--- src/rtl/spi2i2c_cmd_ctrl_if.sv ---
// Bundle of the SPI-slave byte path, the I2C master request/data handshake and
// the controller status lines. The master modport is the command controller's view.
interface spi2i2c_cmd_ctrl_if #(
    parameter int WIDTH = 8,
    parameter int AW    = 3
);
    logic [WIDTH-1:0] spi_rx_data_i;
    logic             spi_rx_en_i;
    logic [WIDTH-1:0] spi_tx_data_o;
    logic             i2c_req_o;
    logic             i2c_ack_i;
    logic [6:0]       i2c_addr_o;
    logic             i2c_rw_o;
    logic [AW-1:0]    i2c_len_o;
    logic [WIDTH-1:0] i2c_wdata_o;
    logic             i2c_wdata_req_i;
    logic [WIDTH-1:0] i2c_rdata_i;
    logic             i2c_rdata_valid_i;
    logic             i2c_done_i;
    logic             i2c_nack_i;
    logic             busy_o;
    logic             err_o;

    modport master (
        input  spi_rx_data_i, spi_rx_en_i, i2c_ack_i, i2c_wdata_req_i,
               i2c_rdata_i, i2c_rdata_valid_i, i2c_done_i, i2c_nack_i,
        output spi_tx_data_o, i2c_req_o, i2c_addr_o, i2c_rw_o, i2c_len_o,
               i2c_wdata_o, busy_o, err_o
    );

    modport slave (
        output spi_rx_data_i, spi_rx_en_i, i2c_ack_i, i2c_wdata_req_i,
               i2c_rdata_i, i2c_rdata_valid_i, i2c_done_i, i2c_nack_i,
        input  spi_tx_data_o, i2c_req_o, i2c_addr_o, i2c_rw_o, i2c_len_o,
               i2c_wdata_o, busy_o, err_o
    );
endinterface

--- src/rtl/spi2i2c_cmd_ctrl.sv ---
// Parses SPI bytes (header, length, write data) into one I2C transaction, buffers
// the data in a small circular FIFO and returns status or read data to the SPI slave.
module spi2i2c_cmd_ctrl #(
    parameter int WIDTH = 8,
    parameter int DEPTH = 4,
    parameter int AW    = $clog2(DEPTH + 1)
) (
    input logic                  clk_i,
    input logic                  reset_i,
    spi2i2c_cmd_ctrl_if.master   bus
);
    localparam int PW = (DEPTH > 1) ? $clog2(DEPTH) : 1;

    typedef enum logic [2:0] {
        IDLE,
        LEN,
        WDATA,
        REQ,
        XFER,
        DONE,
        RDOUT
    } state_t;

    state_t state_reg, state_next;

    // [0] first sync flop, [1] second sync flop, [2] previous value for edge detect
    logic [2:0] rx_sync_reg;
    logic       rx_pulse;

    logic [6:0]       addr_reg;
    logic             rw_reg;
    logic [AW-1:0]    len_reg;
    logic             len_err_reg;
    logic             nack_reg;
    logic             overrun_reg;
    logic             underflow_reg;

    logic [WIDTH-1:0] mem_reg [0:(1<<PW)-1];
    logic [PW-1:0]    wr_ptr_reg;
    logic [PW-1:0]    rd_ptr_reg;
    logic [AW-1:0]    count_reg;
    logic [WIDTH-1:0] head;

    logic             push;
    logic             pop;
    logic             flush;
    logic [WIDTH-1:0] push_data;
    logic             latch_hdr;
    logic             latch_len;
    logic             set_len_err;
    logic             set_nack;
    logic             set_overrun;
    logic             set_underflow;

    logic             busy;
    logic             err;
    logic [7:0]       status;

    function automatic logic [PW-1:0] ptr_inc(input logic [PW-1:0] p);
        return (p == PW'(DEPTH - 1)) ? '0 : p + PW'(1);
    endfunction

    always_ff @(posedge clk_i or posedge reset_i) begin
        if (reset_i) begin
            rx_sync_reg <= '0;
        end else begin
            rx_sync_reg <= {rx_sync_reg[1:0], bus.spi_rx_en_i};
        end
    end

    assign rx_pulse = rx_sync_reg[1] & ~rx_sync_reg[2];

    always_ff @(posedge clk_i or posedge reset_i) begin
        if (reset_i) begin
            state_reg <= IDLE;
        end else begin
            state_reg <= state_next;
        end
    end

    always_comb begin
        state_next    = state_reg;
        push          = 1'b0;
        pop           = 1'b0;
        flush         = 1'b0;
        push_data     = bus.i2c_rdata_i;
        latch_hdr     = 1'b0;
        latch_len     = 1'b0;
        set_len_err   = 1'b0;
        set_nack      = 1'b0;
        set_overrun   = 1'b0;
        set_underflow = 1'b0;

        case (state_reg)
            IDLE: begin
                if (rx_pulse) begin
                    latch_hdr  = 1'b1;
                    state_next = LEN;
                end
            end
            LEN: begin
                if (rx_pulse) begin
                    if (bus.spi_rx_data_i == '0 || bus.spi_rx_data_i > WIDTH'(DEPTH)) begin
                        set_len_err = 1'b1;
                        state_next  = IDLE;
                    end else begin
                        latch_len  = 1'b1;
                        state_next = rw_reg ? REQ : WDATA;
                    end
                end
            end
            WDATA: begin
                if (rx_pulse) begin
                    push      = 1'b1;
                    push_data = bus.spi_rx_data_i;
                    if ((count_reg + AW'(1)) == len_reg) begin
                        state_next = REQ;
                    end
                end
            end
            REQ: begin
                if (bus.i2c_ack_i) begin
                    state_next = XFER;
                end
            end
            XFER: begin
                if (!rw_reg && bus.i2c_wdata_req_i) begin
                    if (count_reg != '0) begin
                        pop = 1'b1;
                    end else begin
                        set_underflow = 1'b1;
                    end
                end
                if (rw_reg && bus.i2c_rdata_valid_i) begin
                    if (count_reg == AW'(DEPTH)) begin
                        set_overrun = 1'b1;
                    end else begin
                        push = 1'b1;
                    end
                end
                if (bus.i2c_done_i) begin
                    set_nack   = bus.i2c_nack_i;
                    state_next = DONE;
                end
            end
            DONE: begin
                if (rw_reg && !nack_reg) begin
                    state_next = RDOUT;
                end else begin
                    flush      = 1'b1;
                    state_next = IDLE;
                end
            end
            RDOUT: begin
                if (count_reg == '0) begin
                    state_next = IDLE;
                end else if (rx_pulse) begin
                    pop = 1'b1;
                    if (count_reg == AW'(1)) begin
                        state_next = IDLE;
                    end
                end
            end
            default: state_next = IDLE;
        endcase

        // SPI bytes arriving while the I2C side owns the buffer cannot be used
        if (rx_pulse && (state_reg == REQ || state_reg == XFER || state_reg == DONE)) begin
            set_overrun = 1'b1;
        end
    end

    always_ff @(posedge clk_i or posedge reset_i) begin
        if (reset_i) begin
            addr_reg      <= '0;
            rw_reg        <= 1'b0;
            len_reg       <= '0;
            len_err_reg   <= 1'b0;
            nack_reg      <= 1'b0;
            overrun_reg   <= 1'b0;
            underflow_reg <= 1'b0;
        end else begin
            if (latch_hdr) begin
                addr_reg      <= bus.spi_rx_data_i[7:1];
                rw_reg        <= bus.spi_rx_data_i[0];
                len_err_reg   <= 1'b0;
                nack_reg      <= 1'b0;
                overrun_reg   <= 1'b0;
                underflow_reg <= 1'b0;
            end else begin
                if (set_len_err)   len_err_reg   <= 1'b1;
                if (set_nack)      nack_reg      <= 1'b1;
                if (set_overrun)   overrun_reg   <= 1'b1;
                if (set_underflow) underflow_reg <= 1'b1;
            end
            if (latch_len) begin
                len_reg <= bus.spi_rx_data_i[AW-1:0];
            end
        end
    end

    always_ff @(posedge clk_i or posedge reset_i) begin
        if (reset_i) begin
            wr_ptr_reg <= '0;
            rd_ptr_reg <= '0;
            count_reg  <= '0;
        end else if (flush) begin
            // Realign the read pointer so the next frame starts with an empty, coherent FIFO
            rd_ptr_reg <= wr_ptr_reg;
            count_reg  <= '0;
        end else begin
            if (push) begin
                wr_ptr_reg <= ptr_inc(wr_ptr_reg);
                count_reg  <= count_reg + AW'(1);
            end else if (pop) begin
                rd_ptr_reg <= ptr_inc(rd_ptr_reg);
                count_reg  <= count_reg - AW'(1);
            end
        end
    end

    always_ff @(posedge clk_i) begin
        if (push) begin
            mem_reg[wr_ptr_reg] <= push_data;
        end
    end

    assign head   = mem_reg[rd_ptr_reg];
    assign busy   = (state_reg != IDLE);
    assign err    = len_err_reg | nack_reg | overrun_reg | underflow_reg;
    assign status = {busy, err, nack_reg, overrun_reg, 4'(count_reg)};

    assign bus.spi_tx_data_o = (state_reg == RDOUT) ? head : status;
    assign bus.i2c_req_o     = (state_reg == REQ);
    assign bus.i2c_addr_o    = addr_reg;
    assign bus.i2c_rw_o      = rw_reg;
    assign bus.i2c_len_o     = len_reg;
    assign bus.i2c_wdata_o   = (!rw_reg && count_reg != '0) ? head : '0;
    assign bus.busy_o        = busy;
    assign bus.err_o         = err;
endmodule
--- src/flat_wrapper.sv ---
// flat-port wrapper written by rule: the top's interface ports become plain ports
module spi2i2c_cmd_ctrl_flat 
#(
    parameter int WIDTH = 8,
    parameter int DEPTH = 4,
    parameter int AW    = $clog2(DEPTH + 1)
)
  (clk_i, reset_i, bus_spi_rx_data_i, bus_spi_rx_en_i, bus_i2c_ack_i, bus_i2c_wdata_req_i, bus_i2c_rdata_i, bus_i2c_rdata_valid_i, bus_i2c_done_i, bus_i2c_nack_i, bus_spi_tx_data_o, bus_i2c_req_o, bus_i2c_addr_o, bus_i2c_rw_o, bus_i2c_len_o, bus_i2c_wdata_o, bus_busy_o, bus_err_o);
  spi2i2c_cmd_ctrl_if #(.WIDTH(WIDTH), .AW(AW)) bus_i ();
  input logic clk_i;
  input logic reset_i;
  input wire logic [$bits(bus_i.spi_rx_data_i)-1:0] bus_spi_rx_data_i;
  input wire logic [$bits(bus_i.spi_rx_en_i)-1:0] bus_spi_rx_en_i;
  input wire logic [$bits(bus_i.i2c_ack_i)-1:0] bus_i2c_ack_i;
  input wire logic [$bits(bus_i.i2c_wdata_req_i)-1:0] bus_i2c_wdata_req_i;
  input wire logic [$bits(bus_i.i2c_rdata_i)-1:0] bus_i2c_rdata_i;
  input wire logic [$bits(bus_i.i2c_rdata_valid_i)-1:0] bus_i2c_rdata_valid_i;
  input wire logic [$bits(bus_i.i2c_done_i)-1:0] bus_i2c_done_i;
  input wire logic [$bits(bus_i.i2c_nack_i)-1:0] bus_i2c_nack_i;
  output wire logic [$bits(bus_i.spi_tx_data_o)-1:0] bus_spi_tx_data_o;
  output wire logic [$bits(bus_i.i2c_req_o)-1:0] bus_i2c_req_o;
  output wire logic [$bits(bus_i.i2c_addr_o)-1:0] bus_i2c_addr_o;
  output wire logic [$bits(bus_i.i2c_rw_o)-1:0] bus_i2c_rw_o;
  output wire logic [$bits(bus_i.i2c_len_o)-1:0] bus_i2c_len_o;
  output wire logic [$bits(bus_i.i2c_wdata_o)-1:0] bus_i2c_wdata_o;
  output wire logic [$bits(bus_i.busy_o)-1:0] bus_busy_o;
  output wire logic [$bits(bus_i.err_o)-1:0] bus_err_o;
  assign bus_i.spi_rx_data_i = bus_spi_rx_data_i;
  assign bus_i.spi_rx_en_i = bus_spi_rx_en_i;
  assign bus_i.i2c_ack_i = bus_i2c_ack_i;
  assign bus_i.i2c_wdata_req_i = bus_i2c_wdata_req_i;
  assign bus_i.i2c_rdata_i = bus_i2c_rdata_i;
  assign bus_i.i2c_rdata_valid_i = bus_i2c_rdata_valid_i;
  assign bus_i.i2c_done_i = bus_i2c_done_i;
  assign bus_i.i2c_nack_i = bus_i2c_nack_i;
  assign bus_spi_tx_data_o = bus_i.spi_tx_data_o;
  assign bus_i2c_req_o = bus_i.i2c_req_o;
  assign bus_i2c_addr_o = bus_i.i2c_addr_o;
  assign bus_i2c_rw_o = bus_i.i2c_rw_o;
  assign bus_i2c_len_o = bus_i.i2c_len_o;
  assign bus_i2c_wdata_o = bus_i.i2c_wdata_o;
  assign bus_busy_o = bus_i.busy_o;
  assign bus_err_o = bus_i.err_o;
  spi2i2c_cmd_ctrl #(.WIDTH(WIDTH), .DEPTH(DEPTH), .AW(AW)) u_core (.clk_i(clk_i), .reset_i(reset_i), .bus(bus_i));
endmodule
--- config.mk ---
export PLATFORM = sky130hd
export DESIGN_NAME = spi2i2c_cmd_ctrl_flat
export DESIGN_NICKNAME = d
export VERILOG_FILES = /design/src/rtl/spi2i2c_cmd_ctrl_if.sv /design/src/rtl/spi2i2c_cmd_ctrl.sv /design/src/flat_wrapper.sv
export SDC_FILE = /design/constraint.sdc
export NUM_CORES = 1
export LEC_CHECK = 0
export BUFFER_PORTS_ARGS = -buffer_cell sky130_fd_sc_hd__buf_2
export CORE_ASPECT_RATIO = 0.8
export CORE_UTILIZATION = 59
export CTS_CLUSTER_SIZE = 8
export DETAILED_ROUTE_END_ITERATION = 10
export PLACE_DENSITY = 0.84
export SETUP_SLACK_MARGIN = 0.1
export SLEW_MARGIN = 20
export SYNTH_ARGS = -nofsm -noshare
export SYNTH_HDL_FRONTEND = slang
export SYNTH_SLANG_ARGS = --single-unit
--- constraint.sdc ---
create_clock -name clk_i -period 5.04 [get_ports clk_i]
set_clock_uncertainty 0.2 [all_clocks]
set_input_delay 0.504 -clock clk_i [delete_from_list [all_inputs] [get_ports clk_i]]
set_output_delay 0.504 -clock clk_i [all_outputs]
set_load 0.005 [all_outputs]
==> run_results.csv, run 1 <==
group,metric,value,unit
placement,dp_hpwl,4569,µm
logic_synthesis,syn_avg_cell_area,13.71,µm²
logic_synthesis,synth.yosys.seq_area_share,56.39,%
cells_and_area,layout_commonest_cell,"buf_2",
global_routing,track_usage,28.03,%
critical_path,critPathCapture,"bus_i2c_wdata_o[4]",
route,vias_per_cell,5.926,
logic_synthesis,synth_area_leaders,"edfxtp_1, dfrtp_1, mux2_2, mux4_2, ha_1",
global_routing,grt_start_max_net_pins,29,
cts,clock_path_buffers,2,
critical_path,reg2reg_to,"u_core.mem_reg[2][0]$_DFFE_PP_",
route,drt_iter0_markers,98,
logic_synthesis,synth-edff-count,32,
logic_synthesis,synth-seq-cells,60,
timing,max_freq,356.0,MHz
cells_and_area,final_cell_mix,"buf_2, edfxtp_1, dfrtp_1, mux2_2",
global_routing,antenna_found_initial,0,
global_routing,overflow,0,
power,peakVddDrop,0.0003551,V
critical_path,worst-r2r-cell-count,4,
timing,fin_tns_setup,0,ns
cells_and_area,largest_reg_flops,32,
critical_path,required,4.34,ns
logic_synthesis,netlist_area,0.002947,mm²
floorplanning,num_rows,22,
cts,cts_resized,0,
cells_and_area,syn_to_final_growth,17.32,%
cells_and_area,nNetsFinal,304,
logic_synthesis,synthDistinctLibCells,47,
cts,post_cts_buffers,0,
cts,clkTransAtPathRegs,0.07,ns
route,vias,1991,
critical_path,setup.worst_path.end_class,"output port",
placement,gp_congestion,0.7942,
logic_synthesis,synth.top_cell.area_share,32.61,%
critical_path,arrival,2.10,ns
critical_path,cp_slowest_cell,"dfrtp_1",
logic_synthesis,synth_area_leader_cell,"edfxtp_1",
cts,clk_latency,0.34,ns
route,met3WireLength,515,µm
power,leakagePower,1.449,nW
critical_path,path_class,"register to output port",
cts,tritoncts,"done",
route,wl_per_cell,19.07,µm
logic_synthesis,yosysWarnings,0,
floorplanning,core,0.004679,mm²
logic_synthesis,synth_ff_type,"edfxtp_1",
hold_path,worstHoldPathType,"input pin to async pin",
critical_path,path_cells,"inv_1 > ha_1 > nor2b_1 > nor2_1 > and2_1 > buf_2",
timing,final.period_utilization,55.73,%
logic_synthesis,synth_fp_nets,248,
placement,port_buffers,53,
timing,min_period,2.809,ns
cts,numCtsBuffers,9,
job,drv_cap,0,
timing,relSlewSlack,33.43,%
timing,rsz0062_at_grt,"no",
cells_and_area,final_util,73.88,%
floorplanning,chipHeight,65.21,µm
route,wl_met2,2907,µm
cts,cts.sinks,60,
cells_and_area,layout-drive-gt1-share,39.13,%
global_routing,grt_pass1_vias,1957,
logic_synthesis,synthCells,215,
timing,hold_viol_final,0,
global_routing,grt_pass1_wl,10250,µm
timing,worst_pin_slew,0.9949,ns
floorplanning,die_w,81.01,µm
route,routed.top_layer,"met4",
route,wl_met1,2858,µm
critical_path,worstPathMaxFanout,8,
critical_path,crit_path_start_kind,"register",
cts,h-tree-depth,3,
cts,cts-root-buf,"clkbuf_8",
timing,slew_viol_final,0,
route,drc,0,
floorplanning,die_area,0.005283,mm²
timing,setup_violations,0,
floorplanning,initial_core_util,62.97,%
route,postRouteAntennaNets,0,
run_status,status,"finished, final reports clean",
floorplanning,io_pins,54,
cells_and_area,fillers,317,
critical_path,r2r_setup_slack,2.39,ns
cells_and_area,n_antenna_cell,0,
route,first_pass_iters,4,
critical_path,critPathLaunch,"u_core.count_reg[0]$_DFFE_PP0P_",
route,drt_wl_total,6408,µm
logic_synthesis,async_flop_share,46.67,%
critical_path,slowest_delay,0.48,ns
power,power_density,498.6,mW/mm²
cts,cts_hold_buf,0,
critical_path,reg2reg_from,"u_core.state_reg[1]$_DFFE_PP0P_",
[synth_stat cells, types with 3 or more instances]
cell type	instances
mux2_2	26
buf_2	3
xnor2_1	3
dfrtp_1	28
edfxtp_1	32
nor3_1	4
o21ai_0	7
nor2_1	12
nand3b_1	3
nand2_1	4
mux2i_1	6
ha_1	9
a21oi_1	4
and2_1	12
a31oi_1	4
nor2b_1	5
mux4_2	8
inv_1	8
[power by group]
group | leakage, nW | internal [W] | switching, W
sequential | 0.623 | 0.000602 | 0.000131
clock | 0.111 | 0.000287 | 0.000185
combinational | 0.714 | 0.000283 | 0.000237
total | 1.45 | 0.00117 | 0.000552
[critical path: cells and delay by family (launching register included)]
kind | cells | cell delay, ns
adder cells (fa/ha/maj) | 1 | 0.22
buffers and inverters | 2 | 0.22
flip-flops | 1 | 0.48
AND/OR/NAND/NOR | 3 | 0.86
[area by class of cell]
| type | instances | area [µm²] | area share, % |
|---|---|---|---|
| Sequential cell | 60 | 1662 | 48.06 |
| Multi-Input combinational cell | 139 | 1210 | 35.00 |
| Timing Repair Buffer | 53 | 265.3 | 7.673 |
| Clock buffer | 10 | 137.6 | 3.981 |
| Clock inverter | 6 | 77.57 | 2.244 |
| Tap cell | 60 | 75.07 | 2.172 |
| Inverter | 8 | 30.03 | 0.8686 |
[routing by layer]
metal	vias up	track usage (%)
li1	914	-
met2	88	42.12
met3	15	8.750
met4	0	9.375
met5	-	0
met1	974	38.89
[how the worst min path moves through the flow]
| stage | cells past startpoint | endpoint | startpoint |
|---|---|---|---|
| after CTS | 1 | u_core.rx_sync_reg[0]$_DFF_PP0_ | bus_spi_rx_en_i |
| final | 2 | u_core.bus.i2c_len_o[1]$_DFFE_PP0P_ | reset_i |
| after detailed placement | 0 | u_core.rx_sync_reg[1]$_DFF_PP0_ | u_core.rx_sync_reg[0]$_DFF_PP0_ |
| after floorplan | 0 | u_core.rx_sync_reg[1]$_DFF_PP0_ | u_core.rx_sync_reg[0]$_DFF_PP0_ |
| after global placement | 0 | u_core.rx_sync_reg[1]$_DFF_PP0_ | u_core.rx_sync_reg[0]$_DFF_PP0_ |
| after global routing | 2 | u_core.bus.i2c_len_o[1]$_DFFE_PP0P_ | reset_i |
[metrics by stage]
stage	hold slack, ns	setup WS [ns]	total power [W]	area (µm²)	cells
floorplan	0.1312	2.780	0.001060	2947	215
global placement	0.1334	2.527	0.001236	3242	320
detailed placement	0.1363	2.417	0.001257	3242	320
CTS	0.06630	2.226	0.001731	3457	336
global route	0.06599	2.052	0.001826	3457	336
finish	0.02781	2.231	0.001724	3457	336
[cells by family (layout without fill, tap and decap cells)]
| logic type | after synthesis | in the layout | synth area share [%] |
|---|---|---|---|
| AO/OA/AOI/OAI | 25 | 25 | 5.223 |
| buffers and inverters | 16 | 77 | 2.548 |
| multiplexers | 40 | 40 | 18.09 |
| adder cells (fa/ha/maj) | 9 | 9 | 3.822 |
| XOR/XNOR | 4 | 4 | 1.189 |
| AND/OR/NAND/NOR | 61 | 61 | 12.74 |
| flip-flops | 60 | 60 | 56.39 |
(Power assumes the default switching activity.)
==> run 2, diff against run 1 <==
- CORE_UTILIZATION: 59 -> 50
- PLACE_DENSITY: 0.84 -> 0.76
- clock period: 5.04 -> 2.3 ns (I/O delays scaled with it)
==> run 2 against run 1 <==
Effect of this change: power is 120% higher; final cell count rose by 16%; critical path type unchanged; sequential power is 100% higher; utilization is 5.1 points lower.
==> run_results.csv, run 2 (synthesis gave the netlist of run 1 again) <==
group,metric,value,unit
timing,setup_violations,0,
route,drt_wl_total,6763,µm
placement,dp_slack,0.1134,ns
cells_and_area,multi_input_area,0.001257,mm²
cells_and_area,layout-drive-gt1-share,45.05,%
cells_and_area,fillers,409,
cells_and_area,nNetsFinal,341,
cells_and_area,final_cell_count_no_fill,391,
power,leakagePower,1.625,nW
cts,tritoncts,"done",
critical_path,worstPathMaxFanout,9,
floorplanning,die_area,0.006206,mm²
route,postRouteAntennaNets,0,
critical_path,worst-r2r-cell-count,4,
placement,dpl.cell_count,360,
global_routing,track_usage,24.41,%
placement,port_buffers,53,
route,vias_per_cell,5.412,
cts,numCtsBuffers,9,
power,pwr-share-clk,21.5,%
critical_path,reg2reg_to,"u_core.mem_reg[0][1]$_DFFE_PP_",
route,drc,0,
power,p_sw_share,34.12,%
run_status,status,"finished, final reports clean",
cts,clkTransAtPathRegs,0.08,ns
power,p_switching,0.001321,W
floorplanning,die_w,87.83,µm
critical_path,crit_path_start_kind,"register",
floorplanning,io_pins,54,
power,combPwrFrac,39.7,%
timing,hold_viol_final,0,
global_routing,grt_start_max_net_pins,29,
cells_and_area,final_cell_mix,"buf_2, edfxtp_1, dfrtp_1, buf_4, mux2_2",
power,peakVddDrop,0.0006344,V
floorplanning,chipHeight,70.66,µm
cells_and_area,layout_commonest_cell,"buf_2",
timing,worst_pin_slew,0.4358,ns
timing,final.period_utilization,97.55,%
timing,worst_slack,0.05627,ns
cts,cts.sinks,60,
cells_and_area,syn_to_final_growth,29.72,%
global_routing,antenna_found_initial,0,
cells_and_area,largest_reg_flops,32,
critical_path,reg2reg_from,"u_core.state_reg[0]$_DFFE_PP0P_",
global_routing,overflow,0,
route,first_pass_iters,4,
timing,min_period,2.244,ns
cts,cts-root-buf,"clkbuf_8",
cells_and_area,n_antenna_cell,0,
job,drv_cap,0,
route,drt_iter0_markers,98,
global_routing,grt_pass1_wl,10850,µm
timing,max_freq,445.7,MHz
critical_path,setup.worst_path.end_class,"output port",
placement,gp_congestion,0.8303,
hold_path,min_to,"u_core.mem_reg[2][6]$_DFFE_PP_",
critical_path,arrival,1.81,ns
power,power.share.sequential,38.8,%
timing,rsz0062_at_grt,"yes",
placement,dp_hpwl,4790,µm
hold_path,min_path_cells,2,
floorplanning,core,0.005555,mm²
cts,clock_path_buffers,2,
hold_path,worstHoldPathType,"input pin to register",
critical_path,path_class,"register to output port",
power,power_density,1013,mW/mm²
critical_path,required,1.87,ns
power,p_int,0.002551,W
floorplanning,num_rows,24,
route,vias,2116,
route,wl_per_cell,17.30,µm
cts,h-tree-depth,3,
hold_path,hold_path_startpoint,"bus_i2c_rdata_i[6]",
cts,clk_latency,0.34,ns
critical_path,r2r_setup_slack,0.16,ns
cells_and_area,seq_area,0.001662,mm²
timing,relSlewSlack,70.94,%
floorplanning,initial_core_util,53.04,%
timing,slew_viol_final,0,
global_routing,grt_pass1_vias,2114,
## run 2: cell count changes in the layout (fill, tap and decap cells not counted), sizes merged, moves of 2 or more
cell         delta
bufinv          -2
buf            +25
dlygate4sd3    +12
clkinvlp        +3
## run 2: worst max path at each step
stage,from,end
after floorplan,u_core.state_reg[1]$_DFFE_PP0P_,u_core.state_reg[1]$_DFFE_PP0P_
after global placement,bus_spi_rx_data_i[3],u_core.bus.i2c_len_o[1]$_DFFE_PP0P_
after detailed placement,bus_spi_rx_data_i[3],u_core.bus.i2c_len_o[0]$_DFFE_PP0P_
after CTS,u_core.rd_ptr_reg[0]$_DFFE_PP0P_,bus_spi_tx_data_o[5]
after global routing,u_core.rd_ptr_reg[0]$_DFFE_PP0P_,bus_spi_tx_data_o[5]
final,u_core.rd_ptr_reg[0]$_DFFE_PP0P_,bus_spi_tx_data_o[5]
## run 2: critical path: stages (launching register included)
cell and delay [ns]:
dfrtp_1 0.36, buf_8 0.15, mux4_2 0.55, mux2_4 0.30, buf_6 0.12
## run 2: final cells by class
cell class,count,area share [%]
well taps,78,2.553
flip-flops and latches,60,43.47
multi-input cells,139,32.90
clock inverters,7,1.375
clock buffers,9,3.241
repair buffers,90,15.68
inverters,8,0.7856
## run 2: metal layers
metal | part of all wire, % | up-vias | GRT usage [%] | wire length [µm]
met1 | 45 | 1043 | 33.65 | 3063
met2 | 47 | 79 | 36.95 | 3168
met5 | 0 | - | 0 | 0
met4 | 0.86 | 0 | 6.375 | 58
met3 | 7.0 | 6 | 8.751 | 473
li1 | - | 988 | - | -
## run 2: power by group through the flow
stage	clock network (W)	logic [W]	registers [W]
floorplan	0	0.000860	0.00146
global placement	0	0.00136	0.00149
detailed placement	0	0.00138	0.00151
CTS	0.000858	0.00144	0.00150
global route	0.000903	0.00169	0.00153
finish	0.000831	0.00154	0.00150
## run 2: metrics by stage
step           util (%)  setup TNS (ns)  power, W  instance area, µm²  hold slack [ns]
2_1_floorplan         -               0  0.002323                2947          0.06143
6_report          68.81               0  0.003872                3822          0.05048
4_1_cts           67.52               0  0.003794                3751          0.04231
3_5_place_dp      61.73               0  0.002888                3430           0.1152
3_3_place_gp      61.73               0  0.002859                3430           0.1118
5_1_grt           68.81        -0.03640  0.004121                3822          0.02979
## run 2: timing repair
item / CTS / global route
hold endpoints to repair: 41 / 0
setup buffers: 1 / 2
pin swaps: 0 / 1
setup endpoints to repair: 14 / 46
hold buffers: 12 / 0
gates resized for setup: 5 / 14
==> run 3, diff against run 2 <==
- SLEW_MARGIN: 20 -> 30
- clock period: 2.3 -> 1.8 ns (I/O delays scaled with it)
==> run 3 against run 2 <==
Effect of this change: the flow now finishes with violations (negative setup slack); power up 71%; clock-buffer cell count increased by 5; clock power increased by 61%; via count is 16% higher.
==> run_results.csv, run 3 (synthesis gave the netlist of run 1 again) <==
group,metric,value,unit
timing,slew_viol_final,0,
route,drt_wl_total,9580,µm
global_routing,use_met1,38.40,%
critical_path,reg2reg_from,"u_core.state_reg[0]$_DFFE_PP0P_",
cts,cts-root-buf,"clkbuf_8",
power,pwr-share-clk,20.2,%
cts,clkTransAtPathRegs,0.07,ns
timing,worst_pin_slew,0.4641,ns
cts,h-tree-depth,3,
cells_and_area,stdcell_area,0.004696,mm²
global_routing,top_usage_layer,"met2",
cells_and_area,syn_to_final_growth,59.36,%
floorplanning,die_w,87.83,µm
global_routing,globalRouteMet2Util,50.73,%
route,wl_per_cell,22.07,µm
cts,clk_latency,0.34,ns
timing,worst_slack,-0.4314,ns
route,vias_per_cell,5.680,
power,leakagePower,2.022,nW
cells_and_area,final_cell_mix,"buf_2, buf_4, edfxtp_1, buf_6, dfrtp_1",
placement,gp_congestion,0.8396,
floorplanning,die_area,0.006206,mm²
critical_path,worst-r2r-cell-count,6,
floorplanning,core,0.005555,mm²
critical_path,path_class,"register to output port",
timing,relSlewSlack,69.06,%
hold_path,hold_path_startpoint,"bus_i2c_rdata_i[6]",
timing,rsz0062_at_grt,"yes",
power,p_switching,0.002220,W
run_status,status,"complete, but fails checks",
power,p_int,0.004382,W
hold_path,worstHoldPathType,"input pin to register",
cells_and_area,layout_commonest_cell,"buf_2",
cells_and_area,largest_reg_flops,32,
route,first_pass_iters,4,
critical_path,arrival,1.85,ns
global_routing,overflow,0,
power,peakVddDrop,0.0007628,V
power,power.share.sequential,29.2,%
timing,fin_tns_setup,-27.72,ns
placement,place_area,0.003606,mm²
critical_path,required,1.42,ns
route,vias,2465,
cells_and_area,final_cell_count_no_fill,434,
floorplanning,initial_core_util,53.04,%
global_routing,grt_pass1_wl,13460,µm
cts,cts.sinks,60,
critical_path,reg2reg_to,"u_core.mem_reg[0][0]$_DFFE_PP_",
global_routing,track_usage,30.07,%
cts,tritoncts,"done",
cells_and_area,n_antenna_cell,0,
floorplanning,io_pins,54,
job,drv_cap,0,
placement,dp_slack,-0.2777,ns
placement,dpl.cell_count,378,
floorplanning,num_rows,24,
cts,clock_path_buffers,2,
placement,dp_hpwl,5048,µm
timing,fin_hold_ws,0.01199,ns
critical_path,worstPathMaxFanout,8,
timing,setup_violations,94,
placement,port_buffers,53,
global_routing,grt_pass1_vias,2533,
run_status,violations,"negative setup slack",
global_routing,use_met3,7.468,%
cts,numCtsBuffers,9,
hold_path,min_path_cells,2,
cells_and_area,nNetsFinal,384,
critical_path,setup.worst_path.end_class,"output port",
floorplanning,chipHeight,70.66,µm
global_routing,grt_start_max_net_pins,29,
power,power_density,1406,mW/mm²
timing,min_period,2.231,ns
route,postRouteAntennaNets,0,
timing,hold_viol_final,0,
cells_and_area,layout-drive-gt1-share,62.36,%
critical_path,crit_path_start_kind,"register",
hold_path,min_to,"u_core.mem_reg[2][6]$_DFFE_PP_",
power,combPwrFrac,50.6,%
global_routing,antenna_found_initial,0,
critical_path,r2r_setup_slack,-0.33,ns
route,drc,0,
timing,final.period_utilization,124.0,%
route,drt_iter0_markers,108,
timing,max_freq,448.1,MHz
power,p_sw_share,33.63,%
cells_and_area,fillers,265,
run 3: per-layer routing:
layer  vias up  share of wire, %
li1       1078                 -
met1      1237                39
met5         -                 0
met3        28               7.3
met2       122                51
met4         0               3.1
run 3: worst max-delay path, stage by stage (launching register included):
cell and delay [ns]:
dfrtp_1 0.40, buf_12 0.15, mux4_2 0.54, mux2_4 0.30
buf_6 0.12
run 3: cell type report:
cell class              instances  area, µm²  share of cell area (%)
well taps                      78      97.59                   2.078
inverters                       8      30.03                  0.6395
repair buffers                133       1076                   22.91
clock buffers                  14      183.9                   3.917
flip-flops and latches         60       1663                   35.41
clock inverters                 2      38.79                  0.8260
multi-input cells             139       1607                   34.21
run 3: power groups by stage:
stage | combinational, W | sequential (W) | clock [W]
after floorplan | 0.00114 | 0.00187 | 0
after global placement | 0.00197 | 0.00189 | 0
after detailed placement | 0.00201 | 0.00190 | 0
after CTS | 0.00262 | 0.00189 | 0.00134
after global routing | 0.00352 | 0.00194 | 0.00139
final | 0.00334 | 0.00193 | 0.00134
run 3: stage by stage:
stage | power [W] | utilization, %
floorplan | 0.003012 | -
global placement | 0.003857 | 64.91
detailed placement | 0.003911 | 64.91
CTS | 0.005848 | 78.49
global route | 0.006854 | 84.53
finish | 0.006602 | 84.53
run 3: how the worst max path moves through the flow:
stage                                     start                                   to  depth (start not counted)
3_5_place_dp               bus_spi_rx_data_i[3]  u_core.bus.i2c_len_o[2]$_DFFE_PP0P_                          5
4_1_cts        u_core.rd_ptr_reg[0]$_DFFE_PP0P_                 bus_spi_tx_data_o[6]                          4
6_report       u_core.rd_ptr_reg[0]$_DFFE_PP0P_                 bus_spi_tx_data_o[4]                          4
3_3_place_gp               bus_spi_rx_data_i[3]  u_core.bus.i2c_len_o[2]$_DFFE_PP0P_                          5
2_1_floorplan   u_core.state_reg[0]$_DFFE_PP0P_      u_core.state_reg[1]$_DFFE_PP0P_                          6
5_1_grt        u_core.rd_ptr_reg[0]$_DFFE_PP0P_                 bus_spi_tx_data_o[6]                          4
run 3: timing repair:
item                       CTS  global route
cloned                       1             0
hold endpoints to repair    45             0
hold buffers                13             0
setup endpoints to repair  106           106
pin swaps                   22            18
gates resized for setup     71            53
buffers inserted            18            10
